### src/rtl/bit_frame_counter.sv
`default_nettype none
// ============================================================================
//  Module   : bit_frame_counter
//  Brief    : Down-counting frame timer with one-shot/continuous reload,
//             graceful stop, abort, completed-frame count and start error flag.
//  Revision : 1.0  initial release
// ============================================================================
module bit_frame_counter #(
    parameter int WIDTH   = 4,
    parameter int FRAME_W = 8
) (
    input  logic               clk,
    input  logic               reset,
    input  logic               start,
    input  logic               mode,
    input  logic [WIDTH-1:0]   max_count,
    input  logic               enable,
    input  logic               stop,
    input  logic               abort,
    output logic [WIDTH-1:0]   count,
    output logic               busy,
    output logic               tc,
    output logic [FRAME_W-1:0] frames,
    output logic               start_err
);

    localparam logic [0:0] c_IDLE = 1'b0;
    localparam logic [0:0] c_RUN  = 1'b1;

    logic [0:0]         r_state;
    logic [WIDTH-1:0]   r_count;
    logic               r_mode;
    logic               r_stop_pend;
    logic [FRAME_W-1:0] r_frames;
    logic               r_start_err;
    logic               w_tc;

    assign w_tc = (r_state == c_RUN) && enable && (r_count == '0);

    always_ff @(posedge clk or posedge reset) begin
        if (reset) begin
            r_state     <= c_IDLE;
            r_count     <= '0;
            r_mode      <= 1'b0;
            r_stop_pend <= 1'b0;
            r_frames    <= '0;
            r_start_err <= 1'b0;
        end else if (abort) begin
            // Abort overrides everything, including a same-cycle terminal count.
            r_state     <= c_IDLE;
            r_count     <= '0;
            r_stop_pend <= 1'b0;
            r_start_err <= 1'b0;
        end else begin
            case (r_state)
                c_IDLE: begin
                    if (start) begin
                        r_state     <= c_RUN;
                        r_count     <= max_count;
                        r_mode      <= mode;
                        r_stop_pend <= 1'b0;
                    end
                end
                default: begin
                    if (start) begin
                        r_start_err <= 1'b1;
                    end
                    if (stop) begin
                        r_stop_pend <= 1'b1;
                    end
                    if (w_tc) begin
                        r_frames <= r_frames + 1'b1;
                        if (!r_mode || r_stop_pend || stop) begin
                            r_state     <= c_IDLE;
                            r_count     <= '0;
                            r_stop_pend <= 1'b0;
                        end else begin
                            r_count <= max_count;
                        end
                    end else if (enable) begin
                        r_count <= r_count - 1'b1;
                    end
                end
            endcase
        end
    end

    assign count     = r_count;
    assign busy      = (r_state == c_RUN);
    assign tc        = w_tc;
    assign frames    = r_frames;
    assign start_err = r_start_err;

endmodule
`default_nettype wire

### config.mk
export PLATFORM = sky130hd
export DESIGN_NAME = bit_frame_counter
export DESIGN_NICKNAME = d
export VERILOG_FILES = /design/src/rtl/bit_frame_counter.sv
export SDC_FILE = /design/constraint.sdc
export NUM_CORES = 1
export LEC_CHECK = 0
export CORE_MARGIN = 4
export CORE_UTILIZATION = 30
export CTS_CLUSTER_DIAMETER = 40
export DETAILED_ROUTE_END_ITERATION = 8
export PLACE_DENSITY = 0.6
export REMOVE_ABC_BUFFERS = 1
export SLEW_MARGIN = 40
export SYNTH_ARGS = -nofsm -noshare
export SYNTH_HDL_FRONTEND = slang
export SYNTH_SLANG_ARGS = --single-unit
export TNS_END_PERCENT = 30
### constraint.sdc
create_clock -name clk -period 1.8 [get_ports clk]
set_clock_uncertainty 0.05 [all_clocks]
set_input_delay 0.36 -clock clk [delete_from_list [all_inputs] [get_ports clk]]
set_output_delay 0.36 -clock clk [all_outputs]
set_load 0.01 [all_outputs]
== Word-level counts from Yosys, hierarchy flattened ==
Cells that the tools add are included.

* Register bits after elaboration: 16
* Bits of input ports: 11
* Output and inout port bits: 15

* Add/sub/neg operators: 2
* Equal/unequal tests: 1
* Muxes and demuxes: 20
* Bitwise gates (word level): 2
* Reductions and logical operators: 13

{| class="wikitable"
|+ Operators with widths
! cell !! number
|-
| $mux W4 || 6
|-
| $mux W1 || 14
|-
| $add A8 B1 Y8 const B || 1
|-
| $reduce_and A3 Y1 || 2
|-
| $logic_not A4 Y1 || 1
|-
| $ne A4 B4 Y1 const B || 1
|-
| $reduce_and A2 Y1 || 2
|-
| $reduce_bool A2 Y1 || 2
|-
| $sub A4 B1 Y4 const B || 1
|-
| $reduce_bool A3 Y1 || 1
|-
| $logic_and A1 B1 Y1 || 2
|-
| $logic_or A1 B1 Y1 || 2
|-
| $not A1 Y1 || 2
|-
| $logic_not A1 Y1 || 1
|}

== Longest topological paths before layout ==
* Depth after elaboration: 7
* Mapped depth: 7

== Worst setup path after synthesis ==
Ideal clock, no wire load.

* Kind: flip-flop to flip-flop
* Start: register r_count[0], in the netlist count[0]
* End: register r_count[3], in the netlist count[3]
* Setup time: 0.126 ns
* Arrival time: 1.579 ns
* Slack: 0.045 ns
* Stages on the path, launching flop included: 8
* Path buffers: 1
* Clock period less this slack: 1.755 ns
* Cells stage by stage: dfrtp_1 > inv_1 > ha_1 > and4bb_4 > and2_4 > buf_6 > and3_1 > o32a_1

* Word-level cells in the longest chain between the ends: 5
* Elaborated cells between the ends (all ways): 9
* Classes of those cells: add/sub: 1; eq/ne: 1; mux: 4; reduce/logical: 3

{| class="wikitable"
|+ RTL lines
! item !! line !! source
|-
| start, declared || 31 || <nowiki>logic [WIDTH-1:0] r_count;</nowiki>
|-
| start signal, assigned || 59 || <nowiki>r_count <= max_count;</nowiki>
|-
| start signal, assigned || 78 || <nowiki>r_count <= max_count;</nowiki>
|-
| start signal, assigned || 81 || <nowiki>r_count <= r_count - 1'b1;</nowiki>
|-
| $sub A4 B1 Y4 / $logic_not A4 Y1 (equally long branches) || 81, 38 ||
|-
| $mux W4 / $logic_and A1 B1 Y1 (equally long branches) || 80, 38 ||
|-
| $mux W4 || 71 || <nowiki>if (w_tc) begin</nowiki>
|-
| $mux W4 || 55 || <nowiki>case (r_state)</nowiki>
|-
| $mux W4 || 48 || <nowiki>end else if (abort) begin</nowiki>
|}

Several ways; a longest one is shown, not always the timed one. The select of a mux whose other input is x is not followed.
A chain may end at the register's enable or synchronous reset.

== Final worst setup path ==
* Start: register r_count[1], in the netlist count[1]
* End: output port tc

* Word-level cells in the longest chain between the ends: 2

{| class="wikitable"
|+ RTL lines
! item !! line !! source
|-
| $logic_not A4 Y1 || 38 || <nowiki>assign w_tc = (r_state == c_RUN) && enable && (r_count == '0);</nowiki>
|-
| $logic_and A1 B1 Y1 || 38 ||
|-
| end, declared || 22 || <nowiki>output logic tc,</nowiki>
|}

Every way passes these cells.

==> impl_metrics.csv <==
group,metric,value,unit
logic_synthesis,yosys_warnings,0,
timing,finalCritPeriodShare,98.58,%
timing,clock.fmax,0.5636,GHz
power,p_leak,0.0006314,uW
logic_synthesis,avgSynthCellArea,10.25,um^2
drt,viasPerCell,4.828,
place,place_congestion,0.8508,
place,place_hpwl,1785,um
logic_synthesis,postSynthCellCount,84,
clock_network,cts_htree_levels,1,
logic_synthesis,synth.most_common_cell,"dfrtp_1",
die,core,2758,um^2
power,powerDensity,776.6,nW/um^2
timing,min_period,1.774,ns
logic_synthesis,seq_area_frac_synth,46.51,%
place,port_buffers,25,
cells_and_area,area_growth,57.27,%
critical_path,reg2reg_to,"count[1]",
clock_network,clk_latency,0.29,ns
global_routing,grt_pass1_wl,3822,um
hold_path,min_path_type,"primary input to asynchronous set/reset pin",
status,status,"finished, final reports clean",
critical_path,critPathLaunchType,"flop",
drt,wl_per_cell,13.73,um
critical_path,worstSetupPathType,"flop to output port",
clock_network,numCtsBuffers,3,
cells_and_area,final_cell_area,1354,um^2
drt,drc,0,
cells_and_area,multiInputGateArea,434.2,um^2
global_routing,antenna_found_initial,0,
die,num_io_pins,26,
logic_synthesis,yosys.area.top_type,"dfrtp_1",
critical_path,cp_data_arrival_time,1.36,ns
logic_synthesis,synth_area,860.8,um^2
logic_synthesis,synthArstFlopShare,100.0,%
timing,hold_viol_final,0,
timing,tightest_slew,0.2740,ns
run,cap_violations,0,
critical_path,r2r_slack,0.07,ns
global_routing,grt_max_degree,11,
place,placed_area,1272,um^2
critical_path,r2r_cells,9,
clock_network,cts_tree,"done",
cells_and_area,final_layout_size_suffix_gt1_share,31.82,%
global_routing,gr-usage-all-layers,13.84,%
cells_and_area,diodes,0,
logic_synthesis,synth_seq_cells,16,
die,dieArea,3790,um^2
logic_synthesis,synth_cell_type_count,35,
cells_and_area,fin_util,49.09,%
drt,vias,787,
cells_and_area,layout.nets,146,
die,die_h,61.57,um
power,ir_drop,564.2,uV
critical_path,end_kind,"output port",
drt,ant_nets,0,
drt,firstDrtPassIters,4,
logic_synthesis,synth_common_cells,"dfrtp_1, nand2_1, xnor2_1",
timing,relSlewSlack,81.71,%
drt,drtIter0Drc,20,
clock_network,cts.clk_slew.worst_paths,0.11,ns
global_routing,grt_pass1_vias,820,
logic_synthesis,synthFlopType,"dfrtp_1",
clock_network,clock-sinks,16,
drt,drt-total-wl,2238,um
die,die_w,61.57,um
timing,grt_setup_unrepaired,"true",
logic_synthesis,synth_edf_count,0,
cells_and_area,n_fill_cell,263,
critical_path,required,1.39,ns
critical_path,worst-path-max-fanout,2,
logic_synthesis,synth_top_area_share,46.51,%
logic_synthesis,ys_top_cells_by_area,"dfrtp_1, xnor2_1, a21oi_1, ha_1, nand4_1",
die,num_rows,19,
clock_network,clockRootBuffer,"clkbuf_4",
timing,drv_slew,0,
timing,setup_viol,0,
clock_network,clk_path_buf_depth,2,
critical_path,worstReg2RegStart,"count[1]",
cells_and_area,seqCellArea,401.6,um^2
die,start_util,31.22,%
global_routing,overflow,0,
cells by family after synthesis:
logic type | share of synthesized area, %
compound gates | 13.52
xor+xnor | 8.140
fa+ha+maj | 2.907
buf+inv | 4.505
flops | 46.51
mux | 2.616
simple gates | 21.80
layout by cell type, fill, tap and decap left out, types with 2 or more instances in the layout:
cell type        synthesis  layout
inv_1                    5       2
clkbuf_4                 0       3
a21oi_1                  5       5
nand2_1                  6       6
nand3_1                  3       3
inv_2                    0       2
dlymetal6s2s_1           0       2
clkdlybuf4s50_1          0      22
buf_4                    0      22
xnor2_1                  6       6
xor2_1                   2       2
nand4_1                  4       4
o21ai_0                  4       4
mux2_2                   2       2
nor2_1                   5       5
dfrtp_1                 16      15
nor3_1                   2       2
worst max-delay path: stages (launching register included):
cell and delay, ns:
dfrtp_1 0.41, inv_2 0.07, ha_4 0.13, and4bb_4 0.25, nand2_4 0.06, inv_4 0.05, buf_6 0.09
power by group:
part	switching (uW)	leakage (uW)	internal (uW)	total, uW
registers	52.5	0.000210	405	458
clock network	122	0.0000210	123	246
logic	141	0.000401	207	348
total	316	0.000631	735	1050
worst max path at each step:
stage               startpoint  endpoint  slack (ns)  depth (start not counted)
global placement        enable        tc       -0.36                          5
CTS                   count[1]        tc       -0.03                          6
global route          count[1]        tc       -0.03                          6
detailed placement      enable        tc       -0.39                          5
floorplan             count[0]  count[1]        0.11                          7
finish                count[1]        tc        0.03                          6
state kept, by name, summed over array words and instances (netlist names):
register / flops
frames: 8
count: 4
start_err: 1
busy: 1
r_stop_pend: 1
r_mode: 1
per-layer routing:
layer / GRT usage [%] / routed length, um / part of all wire [%]
met2: 21.52 / 1082 / 48
met1: 17.69 / 1025 / 46
met4: 7.273 / 47 / 2.1
met5: 0 / 0 / 0
met3: 3.354 / 83 / 3.7
timing repair:
item | in CTS | in global routing
endpoints found under the hold margin | 0 | 0
pin swaps | 1 | 2
buffers inserted | 1 | 2
hold buffers | 0 | 0
setup endpoints to repair | 2 | 6
resized for setup | 8 | 6
cell type report:
type,instances,area share (%)
clock buffer,4,2.680
tap,31,2.865
multi-input combinational,60,32.07
sequential,16,29.67
inverter,5,1.571
timing repair buffer,47,31.15
per-stage QoR:
step	hold slack [ns]	power (uW)	setup WS [ns]	setup TNS, ns	instances
3_5_place_dp	0.4220	795.4	-0.3885	-1.136	156
4_1_cts	0.2310	1051	-0.02547	-0.02547	161
6_report	0.2297	1051	0.02564	0	163
5_1_grt	0.2492	1116	-0.03182	-0.03545	163
3_3_place_gp	0.4120	790.9	-0.3569	-0.9126	156
2_1_floorplan	0.2237	597.0	0.1144	0	81
No activity file was read; power rests on OpenSTA's default activity.
